$ cat src/rtl/regfile_write_scheduler.sv
// regfile_write_scheduler
//
// Shares the register file's single write port among NUM_REQ writeback
// sources (0 = ALU, 1 = load unit, 2 = loader/debug) with round-robin
// valid/ready arbitration. It also keeps a pending-write scoreboard so that
// issue logic can stall on read-after-write hazards against rs/rt.
//
// Ports
//   clk                     rising-edge clock
//   rst                     asynchronous, active-low reset
//   req_valid[NUM_REQ]      per-requester write request
//   req_addr / req_data     packed per-requester address/data (requester i at
//                           [i*W +: W])
//   req_ready[NUM_REQ]      one-hot grant, combinational from req_valid and ptr
//   pend_set, pend_addr     mark a destination register as awaiting writeback
//   rs_addr, rt_addr        source registers under hazard check
//   hazard                  rs or rt has a pending write (combinational)
//   registerWrite           register file write enable (registered)
//   writeAddress            register file write address (registered)
//   writeData               register file write data (registered)
module regfile_write_scheduler #(
  parameter int NUM_REQ    = 3,
  parameter int DATA_WIDTH = 32,
  parameter int ADDR_WIDTH = 5
) (
  input  logic                            clk,
  input  logic                            rst,
  input  logic [NUM_REQ-1:0]              req_valid,
  input  logic [NUM_REQ*ADDR_WIDTH-1:0]   req_addr,
  input  logic [NUM_REQ*DATA_WIDTH-1:0]   req_data,
  output logic [NUM_REQ-1:0]              req_ready,
  input  logic                            pend_set,
  input  logic [ADDR_WIDTH-1:0]           pend_addr,
  input  logic [ADDR_WIDTH-1:0]           rs_addr,
  input  logic [ADDR_WIDTH-1:0]           rt_addr,
  output logic                            hazard,
  output logic                            registerWrite,
  output logic [ADDR_WIDTH-1:0]           writeAddress,
  output logic [DATA_WIDTH-1:0]           writeData
);

  localparam int PTR_W = $clog2(NUM_REQ);
  localparam int NREG  = 1 << ADDR_WIDTH;

  logic [PTR_W-1:0]      ptr_q;
  logic [NREG-1:0]       pending_q;
  logic [NREG-1:0]       pending_nxt;

  logic                  vld_p0;
  logic [PTR_W-1:0]      gnt_p0;
  logic [ADDR_WIDTH-1:0] addr_p0;
  logic [DATA_WIDTH-1:0] data_p0;

  logic                  vld_p1;
  logic [ADDR_WIDTH-1:0] addr_p1;
  logic [DATA_WIDTH-1:0] data_p1;

  function automatic logic [PTR_W-1:0] next_ptr(input logic [PTR_W-1:0] g);
    if (g == PTR_W'(NUM_REQ - 1)) begin
      return '0;
    end
    return g + 1'b1;
  endfunction

  // ---- Stage p0: round-robin grant ----
  // Two passes replace a modulo scan: requesters at or above ptr first, then
  // the ones below it. The first valid one found wins.
  always_comb begin
    req_ready = '0;
    vld_p0    = 1'b0;
    gnt_p0    = '0;
    addr_p0   = '0;
    data_p0   = '0;
    for (int i = 0; i < NUM_REQ; i++) begin
      if (!vld_p0 && (i >= int'(ptr_q)) && req_valid[i]) begin
        vld_p0       = 1'b1;
        gnt_p0       = PTR_W'(i);
        req_ready[i] = 1'b1;
        addr_p0      = req_addr[i*ADDR_WIDTH +: ADDR_WIDTH];
        data_p0      = req_data[i*DATA_WIDTH +: DATA_WIDTH];
      end
    end
    for (int i = 0; i < NUM_REQ; i++) begin
      if (!vld_p0 && (i < int'(ptr_q)) && req_valid[i]) begin
        vld_p0       = 1'b1;
        gnt_p0       = PTR_W'(i);
        req_ready[i] = 1'b1;
        addr_p0      = req_addr[i*ADDR_WIDTH +: ADDR_WIDTH];
        data_p0      = req_data[i*DATA_WIDTH +: DATA_WIDTH];
      end
    end
  end

  // ---- Stage p1: registered write port and pointer update ----
  // A transfer to register 0 is still consumed (pointer advances), but the
  // write enable stays low since register 0 is hardwired to zero.
  always_ff @(posedge clk or negedge rst) begin
    if (!rst) begin
      ptr_q   <= '0;
      vld_p1  <= 1'b0;
      addr_p1 <= '0;
      data_p1 <= '0;
    end else if (vld_p0) begin
      ptr_q   <= next_ptr(gnt_p0);
      vld_p1  <= (addr_p0 != '0);
      addr_p1 <= addr_p0;
      data_p1 <= data_p0;
    end else begin
      vld_p1  <= 1'b0;
    end
  end

  assign registerWrite = vld_p1;
  assign writeAddress  = addr_p1;
  assign writeData     = data_p1;

  // Scoreboard: the clear from the write being presented is applied first so
  // that a same-cycle set to that register wins (the new producer is still
  // outstanding). Bit 0 is forced low.
  always_comb begin
    pending_nxt = pending_q;
    if (vld_p1) begin
      pending_nxt[addr_p1] = 1'b0;
    end
    if (pend_set && (pend_addr != '0)) begin
      pending_nxt[pend_addr] = 1'b1;
    end
    pending_nxt[0] = 1'b0;
  end

  always_ff @(posedge clk or negedge rst) begin
    if (!rst) begin
      pending_q <= '0;
    end else begin
      pending_q <= pending_nxt;
    end
  end

  assign hazard = ((rs_addr != '0) && pending_q[rs_addr]) ||
                  ((rt_addr != '0) && pending_q[rt_addr]);

endmodule

$ cat config.mk
export PLATFORM = sky130hd
export DESIGN_NAME = regfile_write_scheduler
export DESIGN_NICKNAME = d
export VERILOG_FILES = /design/src/rtl/regfile_write_scheduler.sv
export SDC_FILE = /design/constraint.sdc
export NUM_CORES = 1
export LEC_CHECK = 0
export CAP_MARGIN = 40
export CORE_MARGIN = 4
export CORE_UTILIZATION = 39
export DETAILED_ROUTE_END_ITERATION = 8
export HOLD_SLACK_MARGIN = 0.12
export PLACE_DENSITY = 0.74
export SLEW_MARGIN = 10
export SYNTH_ARGS = -nofsm -noshare
export SYNTH_HDL_FRONTEND = slang
export SYNTH_SLANG_ARGS = --single-unit
$ cat constraint.sdc
create_clock -name clk -period 6.8 [get_ports clk]
set_clock_uncertainty 0.05 [all_clocks]
set_input_delay 2.04 -clock clk [delete_from_list [all_inputs] [get_ports clk]]
set_output_delay 2.04 -clock clk [all_outputs]
set_load 0.02 [all_outputs]
==> results.json, run 1 <==
{
  "run_status": "complete, no violations",
  "worst_ir_drop_vdd_uv": 100.3,
  "crit_fanout": 4,
  "num_antenna_cells": 0,
  "dp.cells": 717,
  "synth-main-ff-cell": "dfrtp_1",
  "hold_depth": 2,
  "grt_max_degree": 53,
  "final_cells": 733,
  "grt_pass1_wl_um": 22760,
  "grt_pass1_vias": 4328,
  "synth_cells": 426,
  "final_common_cell": "clkdlybuf4s50_1",
  "dpl.hpwl_um": 10970,
  "root_buffer": "clkbuf_8",
  "first_pass_iters": 7,
  "fmax_mhz": 155.4,
  "synth-seq-cells": 71,
  "r2r_slack_ps": 4650,
  "fp.coreArea_um2": 10320,
  "p_leak_uw": 0.002365,
  "layout_common_cells": "clkdlybuf4s50_1, o21ai_0, dfrtp_1, nor2_1",
  "worstPathCellList": "clkdlybuf4s50_1 -> mux4_1 -> mux2_2 -> nand3_2 -> nand4_1 -> or4_1 -> dlymetal6s2s_1",
  "drtAntennaViolNets": 0,
  "synth-edff-count": 0,
  "drv_cap": 0,
  "cts_tree": "yes",
  "drc": 0,
  "htree_num_levels": 3,
  "syn_area_um2": 4134,
  "track_usage_pct": 22.83,
  "rows": 37,
  "route.vias.total": 4344,
  "fin_crit_ps": 6433,
  "clk_path_buf_depth": 2,
  "fin_setup_tns_ps": 0,
  "worst_slew_pin_slew_ps": 630.3,
  "rsz0062_at_grt": "false",
  "finalNetCount": 724,
  "r2r_start": "ptr_q[1]$_DFFE_PN0P_",
  "avgSynthCellArea_um2": 9.704,
  "overflow": 0,
  "fillerInstances": 895,
  "cp_slowest_stage_delay_ps": 570,
  "start_kind": "input pin",
  "cts_buffers": 9,
  "clock_sinks": 71,
  "crit_required_ps": 4710,
  "yosysWarnings": 0,
  "slew_viol_final": 0,
  "ioPinCount": 174,
  "worst_setup_path_end_kind": "output pin",
  "post_drt_wl_per_cell_um": 19.73,
  "wirelength_um": 14470,
  "relSlewSlack_pct": 57.75,
  "die-area_um2": 12310,
  "cp_data_arrival_time_ps": 4340,
  "die_width_um": 111.0,
  "min_path_type": "flip-flop to flip-flop",
  "seq_area_frac_synth_pct": 42.98,
  "r2r_cells": 6,
  "fin_area_um2": 6212,
  "io_buffers": 173,
  "drtIter0Drc": 291,
  "finish.utilization_pct": 60.17,
  "worstHoldStart": "writeData[21]$_DFFE_PN0P_",
  "p_per_area_nw_per_um2": 255.5,
  "dpl_cell_area_um2": 6038,
  "drive_above_1_share_pct": 8.375,
  "cpMaxStageDelayCell": "mux4_1",
  "ys_async_sr_fraction_pct": 100.0,
  "setup_violations": 0,
  "syn_to_final_growth_pct": 50.27,
  "p_total_uw": 1587,
  "r2r-end": "writeData[14]$_DFFE_PN0P_",
  "antenna_found_initial": 0,
  "path_clk_slew_ps": 90,
  "vias_per_cell": 5.926,
  "cts_setup_buffers": 0,
  "syn_nets": 558,
  "synth_cell_types": 47,
  "final_hold_viol_count": 0,
  "place.gp.congestion": 0.8882,
  "clkLatencyLatePin_ps": 350,
  "criticalPathCategory": "input pin to output pin",
  "start_util_pct": 40.04,
  "die_h_um": 111.0,
  "min_to": "writeData[21]$_DFFE_PN0P_",
  "final.period_utilization_pct": 94.61
}
[worst max-delay path, delay by kind of cell]
family	cells	cell delay (ps)
multiplexers	2	860
buffers and inverters	2	780
AND/OR/NAND/NOR	3	670
[cell usage after synthesis, drive strengths merged (2+ instances only)]
master   n  share of area (%)
a222oi   3               0.73
or3      3               0.45
mux2i    8                1.9
a221oi  32                6.8
buf      5               0.73
a21oi    6               0.73
o22ai   12                1.8
inv      2               0.18
a21boi   2               0.36
nor2    34                3.1
clkbuf  29                3.1
nand4    2               0.30
a22oi   31                5.6
mux2     2               0.54
or4      2               0.36
or3b     4               0.85
nor2b    2               0.30
nand3    8                1.1
a21o     3               0.54
nand4b   3               0.64
o211ai   5               0.91
nand3b  12                2.2
mux4    11                6.4
a22o     3               0.64
dfrtp   71                 43
nand2b   7                1.1
nand2   19                1.7
o221ai   5                1.1
o21ai   89                 11
[timing repair]
| item | 4_1_cts | 5_1_grt |
|---|---|---|
| hold endpoints to repair | 0 | 0 |
| hold buffers | 0 | 0 |
| setup endpoints to repair | 0 | 1 |
| gates resized for setup | 0 | 1 |
[metal layers]
layer / global-route usage, % / routed length, um / up-vias
li1: - / - / 2018
met1: 27.34 / 5614 / 2086
met2: 39.16 / 7220 / 217
met3: 7.860 / 1361 / 23
met4: 6.076 / 269 / 0
met5: 0 / 0 / -
[area by class of cell]
type / instances / area (um^2) / area share (%)
clock buffer: 9 / 123.9 / 1.994
inverter: 2 / 7.507 / 0.1208
multi-input combinational: 318 / 2202 / 35.45
timing repair buffer: 190 / 1884 / 30.33
clock inverter: 7 / 47.55 / 0.7654
tap: 136 / 170.2 / 2.739
sequential: 71 / 1777 / 28.60
[per-stage QoR]
step           hold slack [ps]  setup slack, ps
2_1_floorplan            429.7            905.9
3_3_place_gp             425.5            55.53
3_5_place_dp             434.5            32.09
4_1_cts                  453.9            27.45
5_1_grt                  469.5            250.0
6_report                 451.6            366.9
[flip-flops by register name, indices dropped and copies added (netlist names)]
register and cells:
ptr_q 2, pending_q 31, registerWrite 1, writeData 32
writeAddress 5
[cell families after synthesis]
family	Yosys count	share of synthesized area [%]
flip-flops	71	42.98
buffers and inverters	37	4.298
AO/OA/AOI/OAI	197	31.14
AND/OR/NAND/NOR	100	12.68
multiplexers	21	8.898
[where the power goes]
part	switching [uW]	internal, uW	total (uW)
Sequential	125	557	682
Combinational	282	322	605
Clock	169	132	301
Total	576	1010	1590
[worst max-delay path by stage]
| stage | startpoint | endpoint | slack (ps) | cells after the start |
|---|---|---|---|---|
| global route | rs_addr[1] | hazard | 250 | 7 |
| global placement | rs_addr[1] | hazard | 60 | 7 |
| CTS | rs_addr[1] | hazard | 30 | 7 |
| detailed placement | rs_addr[1] | hazard | 30 | 7 |
| finish | rs_addr[1] | hazard | 370 | 7 |
| floorplan | rt_addr[0] | hazard | 910 | 5 |
Power figures use the tool's default switching activity.
==> inputs of run 2 (changes only) <==
--- a/config.mk
+++ b/config.mk
@@ -6,11 +6,14 @@
 export NUM_CORES = 1
 export LEC_CHECK = 0
 export CAP_MARGIN = 40
+export CELL_PAD_IN_SITES_DETAIL_PLACEMENT = 0
+export CELL_PAD_IN_SITES_GLOBAL_PLACEMENT = 1
 export CORE_MARGIN = 4
-export CORE_UTILIZATION = 39
+export CORE_UTILIZATION = 32
 export DETAILED_ROUTE_END_ITERATION = 8
 export HOLD_SLACK_MARGIN = 0.12
-export PLACE_DENSITY = 0.74
+export MAX_ROUTING_LAYER = met4
+export PLACE_DENSITY_LB_ADDON = 0.1
 export SLEW_MARGIN = 10
 export SYNTH_ARGS = -nofsm -noshare
 export SYNTH_HDL_FRONTEND = slang
==> constraint.sdc (replaced) <==
create_clock -name clk -period 7 [get_ports clk]
set_clock_uncertainty 0.05 [all_clocks]
set_input_delay 2.1 -clock clk [delete_from_list [all_inputs] [get_ports clk]]
set_output_delay 2.1 -clock clk [all_outputs]
set_load 0.02 [all_outputs]
==> results.json, run 2 (same netlist as run 1, synthesis figures left out) <==
{
  "run_status": "complete, no violations",
  "vias_per_cell": 5.733,
  "worstHoldStart": "writeData[14]$_DFFE_PN0P_",
  "min_path_type": "flip-flop to flip-flop",
  "layout_common_cells": "clkdlybuf4s50_1, o21ai_0, dfrtp_1, nor2_1",
  "crit_required_ps": 4850,
  "slew_viol_final": 0,
  "relSlewSlack_pct": 54.05,
  "hold_depth": 1,
  "clkLatencyLatePin_ps": 330,
  "hold_buffers": 0,
  "drtAntennaViolNets": 0,
  "drtIter0Drc": 298,
  "post_cts.resized_instances": 0,
  "grt_max_degree": 51,
  "cts_setup_buffers": 0,
  "r2r_cells": 5,
  "worst_slew_pin_slew_ps": 683.2,
  "p_leak_uw": 0.002410,
  "ioPinCount": 174,
  "final_common_cell": "clkdlybuf4s50_1",
  "fin_crit_ps": 6906,
  "htree_num_levels": 3,
  "drv_cap": 0,
  "post_drt_wl_per_cell_um": 20.90,
  "fmax_mhz": 144.8,
  "worst_ir_drop_vdd_uv": 164.3,
  "syn_to_final_growth_pct": 54.18,
  "cp-startpoint": "rt_addr[0]",
  "die_width_um": 121.7,
  "clk_path_buf_depth": 2,
  "grt_pass1_vias": 4514,
  "track_usage_pct": 22.29,
  "drive_above_1_share_pct": 7.601,
  "hold_ws_ps": 449.9,
  "dpl.hpwl_um": 11980,
  "worst_setup_path_end_kind": "output pin",
  "r2r_slack_ps": 4850,
  "first_pass_iters": 5,
  "cts_buffers": 9,
  "antenna_found_initial": 0,
  "crit_fanout": 8,
  "setup_violations": 0,
  "final.period_utilization_pct": 98.66,
  "fp.coreArea_um2": 12620,
  "rsz0062_at_grt": "false",
  "drc": 0,
  "largest_reg_flops": 32,
  "num_antenna_cells": 0,
  "die-area_um2": 14800,
  "final_hold_viol_count": 0,
  "start_kind": "input pin",
  "root_buffer": "clkbuf_16",
  "die_h_um": 121.7,
  "min_to": "writeData[14]$_DFFE_PN0P_",
  "fin_setup_tns_ps": 0,
  "r2r-end": "writeData[0]$_DFFE_PN0P_",
  "p_per_area_nw_per_um2": 277.7,
  "finalNetCount": 720,
  "path_clk_slew_ps": 60,
  "cp_data_arrival_time_ps": 4760,
  "place.gp.congestion": 0.9803,
  "clock_sinks": 71,
  "criticalPathCategory": "input pin to output pin",
  "io_buffers": 173,
  "grt_pass1_wl_um": 24930,
  "wirelength_um": 15970,
  "r2r_start": "ptr_q[1]$_DFFE_PN0P_",
  "start_util_pct": 32.76,
  "rows": 41,
  "cts_tree": "yes",
  "overflow": 0,
  "route.vias.total": 4380
}
==> run 2: final cells by class <==
type | instances | area (um^2)
clock inverters | 5 | 81.33
clock buffers | 10 | 239.0
fillers | 1236 | 6246
repair buffers | 186 | 1852
flip-flops and latches | 71 | 1777
well taps | 172 | 215.2
inverters | 2 | 7.507
multi-input cells | 318 | 2202
==> run 2: how the worst max path moves through the flow <==
| stage | to | slack, ps | cells after the start |
|---|---|---|---|
| 3_5_place_dp | hazard | 80 | 6 |
| 3_3_place_gp | hazard | 90 | 6 |
| 2_1_floorplan | hazard | 990 | 5 |
| 5_1_grt | hazard | 5 | 6 |
| 6_report | hazard | 90 | 6 |
| 4_1_cts | hazard | 90 | 6 |
==> run 2: layer usage <==
metal	up-vias	global-route usage (%)	wire, um
li1	2007	-	-
met1	2141	26.96	6520
met2	205	36.68	8055
met3	27	6.221	1051
met4	0	6.232	342
met5	-	-	0
==> run 2: metrics by stage <==
stage	utilization, %	area [um^2]	worst slack [ps]	total power (uW)	cells
detailed placement	47.97	6053	79.32	1271	749
global placement	47.63	6011	89.53	1254	747
global route	50.51	6374	4.797	1869	764
finish	50.51	6374	93.63	1770	764
floorplan	-	4134	985.9	952.5	426
CTS	50.51	6374	92.57	1780	764
==> run 2: report_power, final <==
part | leakage, uW | internal (uW) | switching, uW | total (uW)
Clock | 0.000155 | 321 | 182 | 503
Combinational | 0.00141 | 312 | 276 | 588
Sequential | 0.000842 | 542 | 137 | 680
==> run 2: worst max-delay path: stages <==
cell and delay (ps):
clkdlybuf4s50_1 690, mux4_4 680, nand4b_1 120, nand4_1 100, or4_1 510, clkdlybuf4s50_1 560
